File: config.mk
export PLATFORM = sky130hd
export DESIGN_NAME = elevator_request_scheduler
export DESIGN_NICKNAME = d
export VERILOG_FILES = /design/src/rtl/elevator_request_scheduler.sv
export SDC_FILE = /design/constraint.sdc
export NUM_CORES = 1
export LEC_CHECK = 0
export ABC_CLOCK_PERIOD_IN_PS = 3280
export CAP_MARGIN = 20
export CORE_ASPECT_RATIO = 0.6
export CORE_MARGIN = 2
export CORE_UTILIZATION = 40
export DETAILED_ROUTE_END_ITERATION = 10
export SYNTH_ARGS = -nofsm -noshare
export SYNTH_HDL_FRONTEND = slang
export SYNTH_SLANG_ARGS = --single-unit
File: constraint.sdc
create_clock -name i_clock -period 3.28 [get_ports i_clock]
set_input_delay 0.656 -clock i_clock [delete_from_list [all_inputs] [get_ports i_clock]]
set_output_delay 0.656 -clock i_clock [all_outputs]
set_load 0.01 [all_outputs]
File: src/rtl/elevator_request_scheduler.sv
// Elevator request scheduler: latches floor calls and feeds SCAN-ordered targets to the
// elevator, holding a door-open dwell at every served floor.
module elevator_request_scheduler #(
   parameter int NUM_FLOORS   = 4,
   parameter int FLOOR_W      = 2,
   parameter int DWELL_CYCLES = 8
) (
   input  logic                  i_clock,
   input  logic                  i_reset,
   input  logic [NUM_FLOORS-1:0] i_call,
   input  logic [FLOOR_W-1:0]    i_current_floor,
   output logic [FLOOR_W-1:0]    o_target_floor,
   output logic [NUM_FLOORS-1:0] o_pending,
   output logic                  o_dir_up,
   output logic                  o_door_open,
   output logic                  o_busy
);

   typedef enum logic [1:0] {
      IDLE   = 2'd0,
      MOVING = 2'd1,
      DWELL  = 2'd2
   } state_t;

   localparam logic [7:0] DWELL_LOAD = 8'(DWELL_CYCLES);

   state_t                state_q, state_d;
   logic [NUM_FLOORS-1:0] pending_q, pending_d;
   logic [NUM_FLOORS-1:0] call_prev_q, call_prev_d;
   logic [NUM_FLOORS-1:0] set_mask, clr_mask;
   logic [FLOOR_W-1:0]    target_q, target_d;
   logic                  dir_up_q, dir_up_d;
   logic [7:0]            cnt_q, cnt_d;

   logic                  up_valid, dn_valid, ahead_valid, behind_valid;
   logic [FLOOR_W-1:0]    up_floor, dn_floor, ahead_floor, behind_floor;

   // Nearest pending floor strictly above and strictly below the car.
   always_comb begin
      up_valid = 1'b0;
      up_floor = '0;
      dn_valid = 1'b0;
      dn_floor = '0;
      for (int f = NUM_FLOORS - 1; f >= 0; f--) begin
         if (pending_q[f] && (f > int'(i_current_floor))) begin
            up_valid = 1'b1;
            up_floor = FLOOR_W'(f);
         end
      end
      for (int f = 0; f < NUM_FLOORS; f++) begin
         if (pending_q[f] && (f < int'(i_current_floor))) begin
            dn_valid = 1'b1;
            dn_floor = FLOOR_W'(f);
         end
      end
      ahead_valid  = dir_up_q ? up_valid : dn_valid;
      ahead_floor  = dir_up_q ? up_floor : dn_floor;
      behind_valid = dir_up_q ? dn_valid : up_valid;
      behind_floor = dir_up_q ? dn_floor : up_floor;
   end

   always_comb begin
      state_d     = state_q;
      target_d    = target_q;
      dir_up_d    = dir_up_q;
      cnt_d       = cnt_q;
      call_prev_d = i_call;
      set_mask    = i_call & ~call_prev_q;
      clr_mask    = '0;

      unique case (state_q)
         IDLE: begin
            target_d = i_current_floor;
            if (pending_q[i_current_floor]) begin
               clr_mask[i_current_floor] = 1'b1;
               cnt_d   = DWELL_LOAD;
               state_d = DWELL;
            end else if (|pending_q) begin
               if (ahead_valid) begin
                  target_d = ahead_floor;
               end else begin
                  target_d = behind_floor;
                  dir_up_d = ~dir_up_q;
               end
               state_d = MOVING;
            end
         end
         MOVING: begin
            if (i_current_floor == target_q) begin
               clr_mask[target_q] = 1'b1;
               cnt_d   = DWELL_LOAD;
               state_d = DWELL;
            end else if (ahead_valid &&
                         (dir_up_q ? (ahead_floor < target_q) : (ahead_floor > target_q))) begin
               target_d = ahead_floor;
            end
         end
         DWELL: begin
            // Calls for the floor whose door is already open are simply absorbed.
            set_mask[i_current_floor] = 1'b0;
            cnt_d = cnt_q - 8'd1;
            if (cnt_q <= 8'd1) begin
               if (ahead_valid) begin
                  target_d = ahead_floor;
                  state_d  = MOVING;
               end else if (behind_valid) begin
                  target_d = behind_floor;
                  dir_up_d = ~dir_up_q;
                  state_d  = MOVING;
               end else if (pending_q[i_current_floor]) begin
                  clr_mask[i_current_floor] = 1'b1;
                  target_d = i_current_floor;
                  cnt_d    = DWELL_LOAD;
               end else begin
                  target_d = i_current_floor;
                  state_d  = IDLE;
               end
            end
         end
         default: state_d = IDLE;
      endcase

      pending_d = (pending_q | set_mask) & ~clr_mask;
   end

   always_ff @(posedge i_clock) begin
      if (i_reset) begin
         state_q     <= IDLE;
         pending_q   <= '0;
         call_prev_q <= '0;
         target_q    <= '0;
         dir_up_q    <= 1'b1;
         cnt_q       <= '0;
      end else begin
         state_q     <= state_d;
         pending_q   <= pending_d;
         call_prev_q <= call_prev_d;
         target_q    <= target_d;
         dir_up_q    <= dir_up_d;
         cnt_q       <= cnt_d;
      end
   end

   assign o_target_floor = target_q;
   assign o_pending      = pending_q;
   assign o_dir_up       = dir_up_q;
   assign o_door_open    = (state_q == DWELL);
   assign o_busy         = (state_q != IDLE);

endmodule

==> Yosys cells after proc, flatten, opt, wreduce, memory -nomap -nowiden <==
Index checks and enable logic that the tools add are counted.
{ "totals": {"output_inout_bits": 9, "regBits": 21, "word_cells": 121, "inputBits": 8} }
{ "op_classes": {"n_addsub": 1, "n_bitwise": 8, "eq_ne": 15, "muxes": 60, "reduce_logical": 18, "order_cmp": 13} }
{ "op_table": {"columns": ["operator", "n"], "rows": [
  ["$mux W8", 6],
  ["$mux W2", 21],
  ["$mux W4", 6],
  ["$pmux W8 S3", 1],
  ["$mux W1", 19],
  ["$ne A2 B2 Y1 const B", 8],
  ["$and A4 B4 Y4", 3],
  ["$not A4 Y4", 3],
  ["$pmux W2 S3", 2],
  ["$pmux W4 S3", 1],
  ["$logic_and A1 B1 Y1", 9],
  ["$le A8 B1 Y1 const B", 1],
  ["$reduce_and A4 Y1", 2],
  ["$sub A8 B1 Y8 const B", 1],
  ["$reduce_and A7 Y1", 1],
  ["$lt A2 B3 Y1 const B", 2],
  ["$demux W1 S2", 2],
  ["$ge A2 B1 Y1 const B", 2],
  ["$gt A2 B2 Y1 const A", 2],
  ["$lt A1 B2 Y1 const A", 2],
  ["$ne A2 B1 Y1 const B", 2],
  ["$ne A4 B4 Y1 const B", 1],
  ["$or A4 B4 Y4", 1],
  ["$reduce_bool A2 Y1", 2],
  ["15 further kinds", 15]
]} }

==> Depth between registers and ports, before layout <==
{ "logic_depth": {"depth_word": 12, "ltp_mapped": 12, "ltp_nobuf": 10} }

==> Worst setup path after synthesis <==
Ideal clock, no wire load.
{ "synth_timing": {"kind": "in2reg", "start": "input port i_current_floor[1]", "end": "register target_q[1], in the netlist o_target_floor[1]", "required_time_ns": 3.159, "arrival_time_ns": 2.803, "setup_ns": 0.121, "cell_stages": 12, "path_slack_ns": 0.357, "n_path_buf": 3, "cell_sequence": "buf_2 buf_6 buf_2 a21oi_1 a22oi_1 ha_1 inv_1 a21oi_1 mux2i_1 o31a_1 nor3_1 mux2_2"} }
{ "synth_via": {"elab_chain_len": 11} }
{ "synth_lines": {"columns": ["item", "line", "source"], "rows": [
  ["start, declared", "11", "input logic [FLOOR_W-1:0] i_current_floor,"],
  ["$gt A2 B2 Y1", "45", "if (pending_q[f] && (f > int'(i_current_floor))) begin"],
  ["$logic_and A1 B1 Y1", "45", null],
  ["$mux W2 (3 in a row)", "45", null],
  ["$mux W2", "57", "ahead_floor = dir_up_q ? up_floor : dn_floor;"],
  ["$gt A2 B2 Y1 / $lt A2 B2 Y1 (equally long branches)", "94", "(dir_up_q ? (ahead_floor < target_q) : (ahead_floor > target_q))) begin"],
  ["$mux W1", "94", null],
  ["$logic_and A1 B1 Y1", "93", "end else if (ahead_valid &&"],
  ["$ne A2 B2 Y1 (no line)", null, null],
  ["$reduce_and A4 Y1 (no line)", null, null],
  ["end signal, assigned", "138", "target_q <= target_d;"],
  ["end, declared", "31", "logic [FLOOR_W-1:0] target_q, target_d;"]
]} }
Parallel ways exist; a longest one is shown, timed or not. The select of a mux whose other input is x is not followed.
A chain may end at the register's enable or synchronous reset.

==> Final worst setup path <==
{ "layout_timing": {"start": "input port i_current_floor[0]", "end": "register target_q[1], in the netlist o_target_floor[1]"} }
Same word-level chain as after synthesis.

==> flow_summary_export.csv <==
group,metric,value,unit
status,status,"finished clean",
placed_design,hpwl,3.65,mm
synthesis,synth_top_area_cell,"dfxtp_1",
power_and_ir_drop,p_switching,738,uW
power_and_ir_drop,power.density,747,mW/mm^2
die,die-area,0.00516,sq mm
drt,routed_wl,4.71,mm
worst_setup_path,startpoint,"i_current_floor[0]",
clock_network,cts.repair.resized,0,
worst_setup_path,critPathCaptureType,"flip-flop",
power_and_ir_drop,p_leak,0.000822,uW
worst_setup_path,max_stage_delay,0.50,ns
layout,diodes,0,
synthesis,ys_warn_count,0,
placed_design,finalWeightedCongestion,0.872,
clock_network,cts.sinks,21,
synthesis,syn_area,0.00183,sq mm
power_and_ir_drop,clockPowerShare,11.2,%
synthesis,syn_nets,249,
grt,antenna_found_initial,0,
grt,grt.overflow.total,0,
worst_setup_path,critical_path_required,3.44,ns
drt,routedWlPerCell,15.0,microns
worst_setup_path,worstReg2RegStart,"o_pending[1]$_SDFF_PP0_",
clock_network,cts_max_path_buffers,2,
sta,skew,0.00329,ns
power_and_ir_drop,peakVddDrop,312,uV
sta,fmax,334,MHz
synthesis,netlist_instances,232,
drt,vias,1768,
synthesis,synth_flop_cell,"dfxtp_1",
die,die_y,56.4,microns
synthesis,synth_seq_cells,21,
sta,tns,0,ns
clock_network,clock_latency,0.27,ns
drt,drcViolationCount,0,
worst_setup_path,start_kind,"input port",
worst_setup_path,reg2reg_depth,9,
drt,dr.pass1.iters,5,
drt,ant_nets,0,
die,core,0.00449,sq mm
clock_network,htree_levels,1,
power_and_ir_drop,pwr-share-seq,27.3,%
grt,track_usage,18.3,%
worst_setup_path,path_common_cell,"a21oi_1",
synthesis,synth-edff-count,0,
sta,slew_violations,0,
placed_design,io_buffer_count,16,
placed_design,place_inst,309,
power_and_ir_drop,p_int,847,uW
layout,drive_above_1_share,14.0,%
worst_setup_path,arrival,3.15,ns
flow_run,drv_cap,0,
grt,grt_pass1_vias,1500,
layout,fillCellCount,436,
die,die_w,91.4,microns
power_and_ir_drop,swShare,46.6,%
clock_network,cts-root-buf,"clkbuf_8",
synthesis,synth.area.top_cells,"dfxtp_1, ha_1, nor2_1",
clock_network,numCtsBuffers,3,
sta,post-route-period-util,91.3,%
sta,finalHoldViolCount,0,
worst_setup_path,slowest_stage,"clkdlybuf4s50_1",
synthesis,synth_top_area_share,22.9,%
die,initial_utilization,40.8,%
power_and_ir_drop,power.total,1590,uW
die,placementRows,19,
clock_network,postCtsHoldBufs,0,
worst_setup_path,worstPathMaxFanout,6,
worst_setup_path,critical_path.endpoint,"o_target_floor[1]$_SDFFE_PP0P_",
sta,setup_viol,0,
sta,rsz0062_at_grt,"false",
clock_network,path_clk_slew,0.08,ns
layout,area_growth,15.8,%
worst_setup_path,path_cells,"clkdlybuf4s50_1, nand2b_1, a21oi_1, a22oi_1, ha_1, a21oi_1, mux2i_1, o31a_1, nor3_1, mux2_2",
grt,grt_start_max_net_pins,24,
sta,min_period,2.99,ns
sta,max_slew.worst_pin.slew,0.687,ns
synthesis,synth_cell_types,61,
worst_setup_path,reg2reg_slack,0.57,ns
drt,via_per_inst,5.65,
worst_setup_path,regToRegEndpoint,"o_target_floor[1]$_SDFFE_PP0P_",
sta,max_slew_margin,53.8,%
grt,grt_pass1_wl,7.68,mm
synthesis,async_flop_share,0,%
power_and_ir_drop,p_comb_share,61.5,%
drt,drt_iter0_markers,145,
layout,finalNonFillerCells,313,
die,io-pin-count,17,
clock_network,cts_tree,"built",
synthesis,syn_area_per_cell,7.90,sq um
min_path,hp-class,"flip-flop to flip-flop",
clock_network,postCtsSetupRepairBufs,0,
worst_setup_path,criticalPathCategory,"input port to flip-flop",
layout,nets,268,
synthesis,yosysSeqAreaShare,22.9,%
==> through the flow <==
step	area (sq um)	hold slack, ns	setup slack, ns	util, %
finish	2120	0.497	0.285	47.2
global route	2120	0.533	0.156	47.2
CTS	2120	0.497	0.305	47.2
detailed placement	2070	0.484	0.0357	46.1
global placement	2070	0.480	0.0616	46.1
floorplan	1830	0.455	0.357	-
==> synthesized netlist by cell type (all sizes together) (2+ instances only) <==
library cell	instances
a21o	3
xnor2	2
and2	2
clkbuf	4
nand3	7
inv	24
dfxtp	21
nand3b	4
nor4	2
mux2	4
nand2	10
a2111oi	3
a311oi	5
a32oi	2
o211ai	3
a32o	2
nand2b	5
o32ai	2
buf	11
ha	9
nor2	27
a31oi	5
o21ai	10
a21oi	14
nor3	4
xor2	6
nor2b	5
mux2i	4
a22oi	3
o31ai	3
o22ai	5
a211oi	3
o31a	3
==> layout by cell type (no fill, tap or decap), drive strengths merged, types with 5 or more instances in the layout <==
cell type and n:
inv 24, xor2 6, nor2b 5, buf 13, a311oi 5, o22ai 5, nand3 7, o21ai 10
nor2 27, a31oi 5, nand2b 5, a21oi 14, dfxtp 21, ha 9, clkdlybuf4s50 16, nand2 10
==> final cells by class <==
cell class / instances / area (sq um) / share of cell area [%]
Clock inverter: 1 / 7.51 / 0.354
Inverter: 24 / 90.1 / 4.25
Tap cell: 63 / 78.8 / 3.71
Sequential cell: 21 / 420 / 19.8
Multi-Input combinational cell: 172 / 1230 / 57.8
Timing Repair Buffer: 29 / 258 / 12.1
Clock buffer: 3 / 41.3 / 1.95
==> registers in the layout, summed over array words and instances (netlist names) <==
name and cells:
o_pending 4, o_dir_up 1, call_prev_q 4, state_q 2, o_target_floor 2, cnt_q 8
==> worst min path at each step <==
stage | depth (start not counted) | to | startpoint | slack, ns
floorplan | 2 | cnt_q[3]$_SDFFE_PP0P_ | cnt_q[3]$_SDFFE_PP0P_ | 0.46
global placement | 2 | cnt_q[3]$_SDFFE_PP0P_ | cnt_q[3]$_SDFFE_PP0P_ | 0.48
detailed placement | 2 | cnt_q[3]$_SDFFE_PP0P_ | cnt_q[3]$_SDFFE_PP0P_ | 0.48
CTS | 2 | cnt_q[3]$_SDFFE_PP0P_ | cnt_q[3]$_SDFFE_PP0P_ | 0.50
global route | 2 | cnt_q[3]$_SDFFE_PP0P_ | cnt_q[3]$_SDFFE_PP0P_ | 0.53
finish | 2 | cnt_q[3]$_SDFFE_PP0P_ | cnt_q[3]$_SDFFE_PP0P_ | 0.50
==> power by group through the flow <==
stage,Clock (uW),Combinational [uW],Sequential (uW)
after global routing,200,1080,445
after global placement,0,951,438
after CTS,186,960,430
final,177,975,433
after detailed placement,0,955,436
after floorplan,0,737,402
==> critical path: cells and delay by family <==
family / cells / cell delay [ns]
AOI/OAI and AO/OA: 4 / 0.72
adders and majority gates: 1 / 0.30
buffers and inverters: 1 / 0.50
muxes: 2 / 0.46
and+or+nand+nor: 2 / 0.52
==> layer usage <==
| metal | share of wire [%] | GRT usage [%] | vias up |
|---|---|---|---|
| met3 | 5.5 | 3.62 | 0 |
| met2 | 39 | 24.4 | 50 |
| met1 | 56 | 30.3 | 833 |
| li1 | - | - | 885 |
| met4 | 0 | 2.16 | 0 |
| met5 | 0 | 0 | - |
==> kinds of logic (layout without fill, tap and decap cells) <==
group / Yosys count / in the layout / synth area share, %
mux: 9 / 9 / 6.28
compound gates: 74 / 74 / 30.4
buf+inv: 39 / 57 / 10.2
simple gates: 72 / 72 / 20.2
fa+ha+maj: 9 / 9 / 6.14
xor+xnor: 8 / 8 / 3.82
flops: 21 / 21 / 22.9
No activity file was read; power rests on OpenSTA's default activity.
